<file path="config.mk">
export PLATFORM = sky130hd
export DESIGN_NAME = iterative_shifter
export DESIGN_NICKNAME = d
export VERILOG_FILES = /design/src/rtl/shifter_pkg.sv /design/src/rtl/shift_step.sv /design/src/rtl/iterative_shifter.sv
export SDC_FILE = /design/constraint.sdc
export NUM_CORES = 1
export LEC_CHECK = 0
export ABC_AREA = 1
export CELL_PAD_IN_SITES_DETAIL_PLACEMENT = 1
export CELL_PAD_IN_SITES_GLOBAL_PLACEMENT = 1
export CORE_ASPECT_RATIO = 0.9
export CORE_MARGIN = 3
export CORE_UTILIZATION = 28
export CTS_CLUSTER_SIZE = 28
export DETAILED_ROUTE_END_ITERATION = 10
export PLACE_DENSITY = 0.71
export RECOVER_POWER = 100
export SYNTH_ARGS = -nofsm -noshare
export SYNTH_HDL_FRONTEND = slang
export SYNTH_SLANG_ARGS = --single-unit
</file>
<file path="constraint.sdc">
create_clock -name clk -period 1.22 [get_ports clk]
set_input_delay 0.244 -clock clk [delete_from_list [all_inputs] [get_ports clk]]
set_output_delay 0.244 -clock clk [all_outputs]
set_load 0.01 [all_outputs]
</file>
<file path="src/rtl/shifter_pkg.sv">
// Shared definitions for the shifter family: mode and direction encodings
// plus the iterative shifter's state encoding.
package shifter_pkg;

  localparam logic [1:0] MODE_LOGIC = 2'b00;
  localparam logic [1:0] MODE_ARITH = 2'b01;
  localparam logic [1:0] MODE_ROT   = 2'b10;
  localparam logic [1:0] MODE_RSVD  = 2'b11;

  localparam logic DIR_LEFT  = 1'b0;
  localparam logic DIR_RIGHT = 1'b1;

  typedef enum logic [1:0] {
    IDLE  = 2'd0,
    SHIFT = 2'd1,
    DONE  = 2'd2
  } state_t;

endpackage

</file>
<file path="src/rtl/shift_step.sv">
// Combinational single-position shifter; one step of the iterative shifter.
module shift_step
  import shifter_pkg::*;
#(
  parameter int WIDTH = 8
) (
  input  logic [WIDTH-1:0] in,
  input  logic             dir,
  input  logic [1:0]       mode,
  output logic [WIDTH-1:0] out
);

  // Arithmetic left is the same as logical left; the reserved mode rotates.
  always_comb begin
    out = in;
    case (mode)
      MODE_LOGIC: out = (dir == DIR_RIGHT) ? {1'b0, in[WIDTH-1:1]}
                                           : {in[WIDTH-2:0], 1'b0};
      MODE_ARITH: out = (dir == DIR_RIGHT) ? {in[WIDTH-1], in[WIDTH-1:1]}
                                           : {in[WIDTH-2:0], 1'b0};
      MODE_ROT,
      MODE_RSVD:  out = (dir == DIR_RIGHT) ? {in[0], in[WIDTH-1:1]}
                                           : {in[WIDTH-2:0], in[WIDTH-1]};
      default:    out = in;
    endcase
  end

endmodule

</file>
<file path="src/rtl/iterative_shifter.sv">
// Multi-cycle shifter: moves the word one bit per clock and pulses done
// when the result in out is final.
module iterative_shifter
  import shifter_pkg::*;
#(
  parameter int WIDTH = 8,
  localparam int SHW = $clog2(WIDTH)
) (
  input  logic             clk,
  input  logic             rst_n,
  input  logic             start,
  input  logic [WIDTH-1:0] in,
  input  logic [SHW-1:0]   shift,
  input  logic             dir,
  input  logic [1:0]       mode,
  output logic             busy,
  output logic             done,
  output logic [WIDTH-1:0] out
);

  state_t           state;
  state_t           next_state;
  logic [SHW-1:0]   cnt;
  logic             dir_q;
  logic [1:0]       mode_q;
  logic [WIDTH-1:0] step_out;

  shift_step #(.WIDTH(WIDTH)) u_step (
    .in   (out),
    .dir  (dir_q),
    .mode (mode_q),
    .out  (step_out)
  );

  assign busy = (state != IDLE);

  always_comb begin
    next_state = state;
    case (state)
      IDLE:    if (start) next_state = SHIFT;
      SHIFT:   if (cnt == '0) next_state = DONE;
      DONE:    next_state = IDLE;
      default: next_state = IDLE;
    endcase
  end

  // Operands are captured only on acceptance, so the input ports are free
  // to change while an operation is in flight.
  always_ff @(posedge clk) begin
    if (!rst_n) begin
      state  <= IDLE;
      out    <= '0;
      cnt    <= '0;
      dir_q  <= DIR_LEFT;
      mode_q <= MODE_LOGIC;
      done   <= 1'b0;
    end else begin
      state <= next_state;
      done  <= 1'b0;
      case (state)
        IDLE: begin
          if (start) begin
            out    <= in;
            cnt    <= shift;
            dir_q  <= dir;
            mode_q <= mode;
          end
        end
        SHIFT: begin
          if (cnt != '0) begin
            out <= step_out;
            cnt <= cnt - 1'b1;
          end else begin
            done <= 1'b1;
          end
        end
        default: ;
      endcase
    end
  end

endmodule

</file>
==> parameters.txt <==
Parameter                              Value

Outcome
  Violations in the final reports ... setup timing
  Status ... finished, violations left

Hold path
  Worst hold path class ... reg2reg
  Worst hold start ... mode_q[0]
  Destination of the worst hold path ... mode_q[0]
  Cell count of the worst hold path ... 2

Die
  Top-level port count ... 27
  Die Ht ... 59.6 microns
  Horiz. Die Dim ... 65.6 microns
  Starting Density ... 30.8%
  Total core area ... 2910 sq um
  Row count ... 18
  Full die area ... 3910 sq um

STA
  Relative slew margins ... 85.4%
  TNS Setup ... -0.108 ns
  Max-slew violation count ... 0
  Setup WS post-layout ... -0.0286 ns
  Final worst path period need ... 1.25 ns
  Final worst-path cycle share ... 102%
  Transition time at the pin with the least slew margin ... 0.217 ns
  Final Skew ... 0.0133 ns
  Max Freq ... 801 MHz
  Unrepaired setup endpoints after global routing ... yes
  Final Hold Fails ... 0
  Setup violation total in the final timing report ... 5

Logic synthesis
  Compound-Gate Fraction of Synth Area ... 19.4%
  Portion of the post-synthesis area used by sequential elements ... 38.0%
  Area fraction in and, or, nand and nor cells after synthesis ... 28.7%
  Multiplexer share of the synthesized area ... 0%
  Synth Area in XOR/XNOR ... 0.979%
  Netlist Area Pre-Place ... 895 sq um
  Avg Inst Size Synth ... 6.99 sq um
  Share of synthesized cell area in full adder, half adder and majority cells ... 2.80%
  Number of synthesized register bits ... 17
  Combinational family with the most area after synthesis ... simple AND/OR/NAND/NOR gates
  Cells after Synth ... 128
  Syn. warnings ... 0
  Number of unique standard cell types used by synthesis ... 22
  Nets in the synthesized netlist ... 147

CTS
  CTS Hold Buffers Added ... 0
  Clock-pin slew on the worst setup and hold paths ... 0.12 ns
  Inserted Clock Buffers ... 3
  Root buf cell ... clkbuf_4
  Clock tree from TritonCTS ... yes
  Source-to-sink clock delay at the later pin of the worst-skew pair ... roughly 0.31 ns
  Number of sinks driven by the clock tree ... 17
  CTS HTree Levels ... 1
  Number of buffers on the longest clock path ... 2

Power and ir drop
  Share of total power in the clock network ... 17.1%
  Worst vdd ir ... 0.684 mV
  Power dissipated by switching net loads ... 718 uW
  Leakage power ... 0.000683 uW
  PwrDens ... 1250 nW/um^2
  Logic pwr share ... 46.6%
  Internal cell power ... between 1000 and 1500 uW
  Share of total power in sequential cells ... 36.2%
  Switching Share ... 37.5%

Global route
  Number of global-route vias before repair ... 1159
  Overall track demand over capacity in global routing ... 17.1%
  Met1 demand-to-capacity share in global routing ... 18.5%
  Met3 demand-to-capacity share in global routing ... 4.36%
  Met2 Track Usage GR ... between 30 and 40%
  Pin count of the biggest net entering global routing ... 16
  Overall overflow remaining after global route ... 0
  Global-route wire length before repair ... 5110 microns
  Layer with the highest usage ... met2
  Number of antenna violations at the first check in global routing ... 0

Routing
  Number of DRC markers in iteration 0 ... 21
  Total wire length after detailed routing ... 3230 microns
  Antenna Violating Nets Remaining ... 0
  Via count ... 1026
  Via count normalized by instance count ... 4.66
  Wirelength per Cell ... 14.7 microns
  Number of DRC violations after detailed routing ... 0
  DRT Pass-1 Iters ... 4

Final layout
  Area used by multi-input combinational logic ... 581 sq um
  Combined flip-flop and latch cell area ... ~350 sq um
  Count of inserted antenna diode cells ... 0
  Synth-to-layout area growth ... 70.6%
  Net total in the final layout ... 200
  Post-Route Utilization ... 52.5%
  Commonest cells after routing, fill and taps aside ... 23 x nor2_1, 21 x buf_4, 16 x nand2_1, 16 x clkdlybuf4s50_1, 14 x o21ai_1
  Filler cells ... 365
  Cell area after layout ... about 1500 sq um
  Commonest non-fill, non-tap cell in the layout ... nor2_1
  Layout cell share with drive strength beyond 1 ... between 30% and 40%

Setup path
  Crit path kind ... reg2reg
  CP required ... 1.42 ns
  Kind of start point of the critical path ... flip-flop
  Launching point of the worst reg2reg path ... cnt[0]
  Worst r2r dst ... cnt[0]
  Worst EP arrival ... 1.45 ns
  Reg2Reg Depth ... 8
  Crit end category ... flip-flop
  Critical path peak fanout ... 5
  Reg-to-reg slack, setup ... -0.03 ns

Placement
  Area after detailed placement ... 1350 sq um
  Post-detail-place hpwl ... 2090 microns
  Final weighted congestion in routability-driven placement ... 0.753
  Post-placement worst setup slack ... -0.245 ns
  IO Port Bufs ... 26

Job
  Max-Cap Viols ... 0
## how the worst max path moves through the flow
stage,startpoint,endpoint,slack (ns),cells after the start
2_1_floorplan,cnt[0],out[1],0.06,8
3_3_place_gp,start,out[6],-0.17,6
3_5_place_dp,start,cnt[1],-0.24,6
4_1_cts,state[1],dir_q,-0.08,6
5_1_grt,cnt[0],cnt[2],-0.09,6
6_report,cnt[0],cnt[0],-0.03,8
## logic make-up after synthesis
family / Yosys count
xor+xnor: 1
fa+ha+maj: 2
compound gates: 34
simple gates: 57
flops: 17
buf+inv: 17
## synthesized netlist by cell type (all sizes together)
master	n	share of area [%]
a21oi	9	5.5
buf	5	5.0
dfxtp	17	38
ha	2	2.8
inv	12	5.0
nand2	22	11
nand3	6	4.5
nor2	26	12
nor3	2	1.1
o21ai	25	14
or2	1	0.70
xor2	1	0.98
## per-layer routing
layer | routed length (microns) | up-vias
met5 | 0 | -
met4 | 10 | 0
met3 | 130 | 2
met2 | 1690 | 25
met1 | 1400 | 476
li1 | - | 523
## state kept, by name (all words and copies together), names as in the netlist
| signal | count |
|---|---|
| cnt | 3 |
| done | 1 |
| dir_q | 1 |
| mode_q | 2 |
| state | 2 |
| out | 8 |
## worst max-delay path, cell delays in order (launching register included)
cell and delay [ns]:
dfxtp_2 0.34, inv_2 0.07, ha_4 0.14, nand2_4 0.05
nand2_4 0.14, nand2_8 0.08, buf_6 0.13, o21ai_1 0.14
nor2_1 0.05
## power by group through the flow
stage / clock network (uW) / registers (uW) / logic [uW]
floorplan: 0 / 718 / 328
global placement: 0 / 692 / 701
detailed placement: 0 / 696 / 726
CTS: 336 / 688 / 783
global route: 369 / 705 / 977
finish: 328 / 694 / 893
## layout make-up
class,count,share of cell area [%]
Clock inverter,1,0.328
Clock buffer,3,1.48
Tap cell,40,3.28
Inverter,12,3.28
Timing Repair Buffer,51,30.8
Multi-Input combinational cell,96,38.0
Sequential cell,17,22.8
## timing repair
item,CTS,global route
cloned,2,0
endpoints found under the setup margin,20,20
pin swaps,2,10
buffers inserted,1,2
gates resized for setup,28,29
## metrics by stage
step                      instances  hold WS (ns)  total power, uW
after floorplan                 128         0.382             1050
after global placement          211         0.477             1390
after detailed placement        211         0.513             1420
after CTS                       218         0.537             1810
after global routing            220         0.553             2050
final                           220         0.526             1910
No activity file was read; power rests on OpenSTA's default activity.
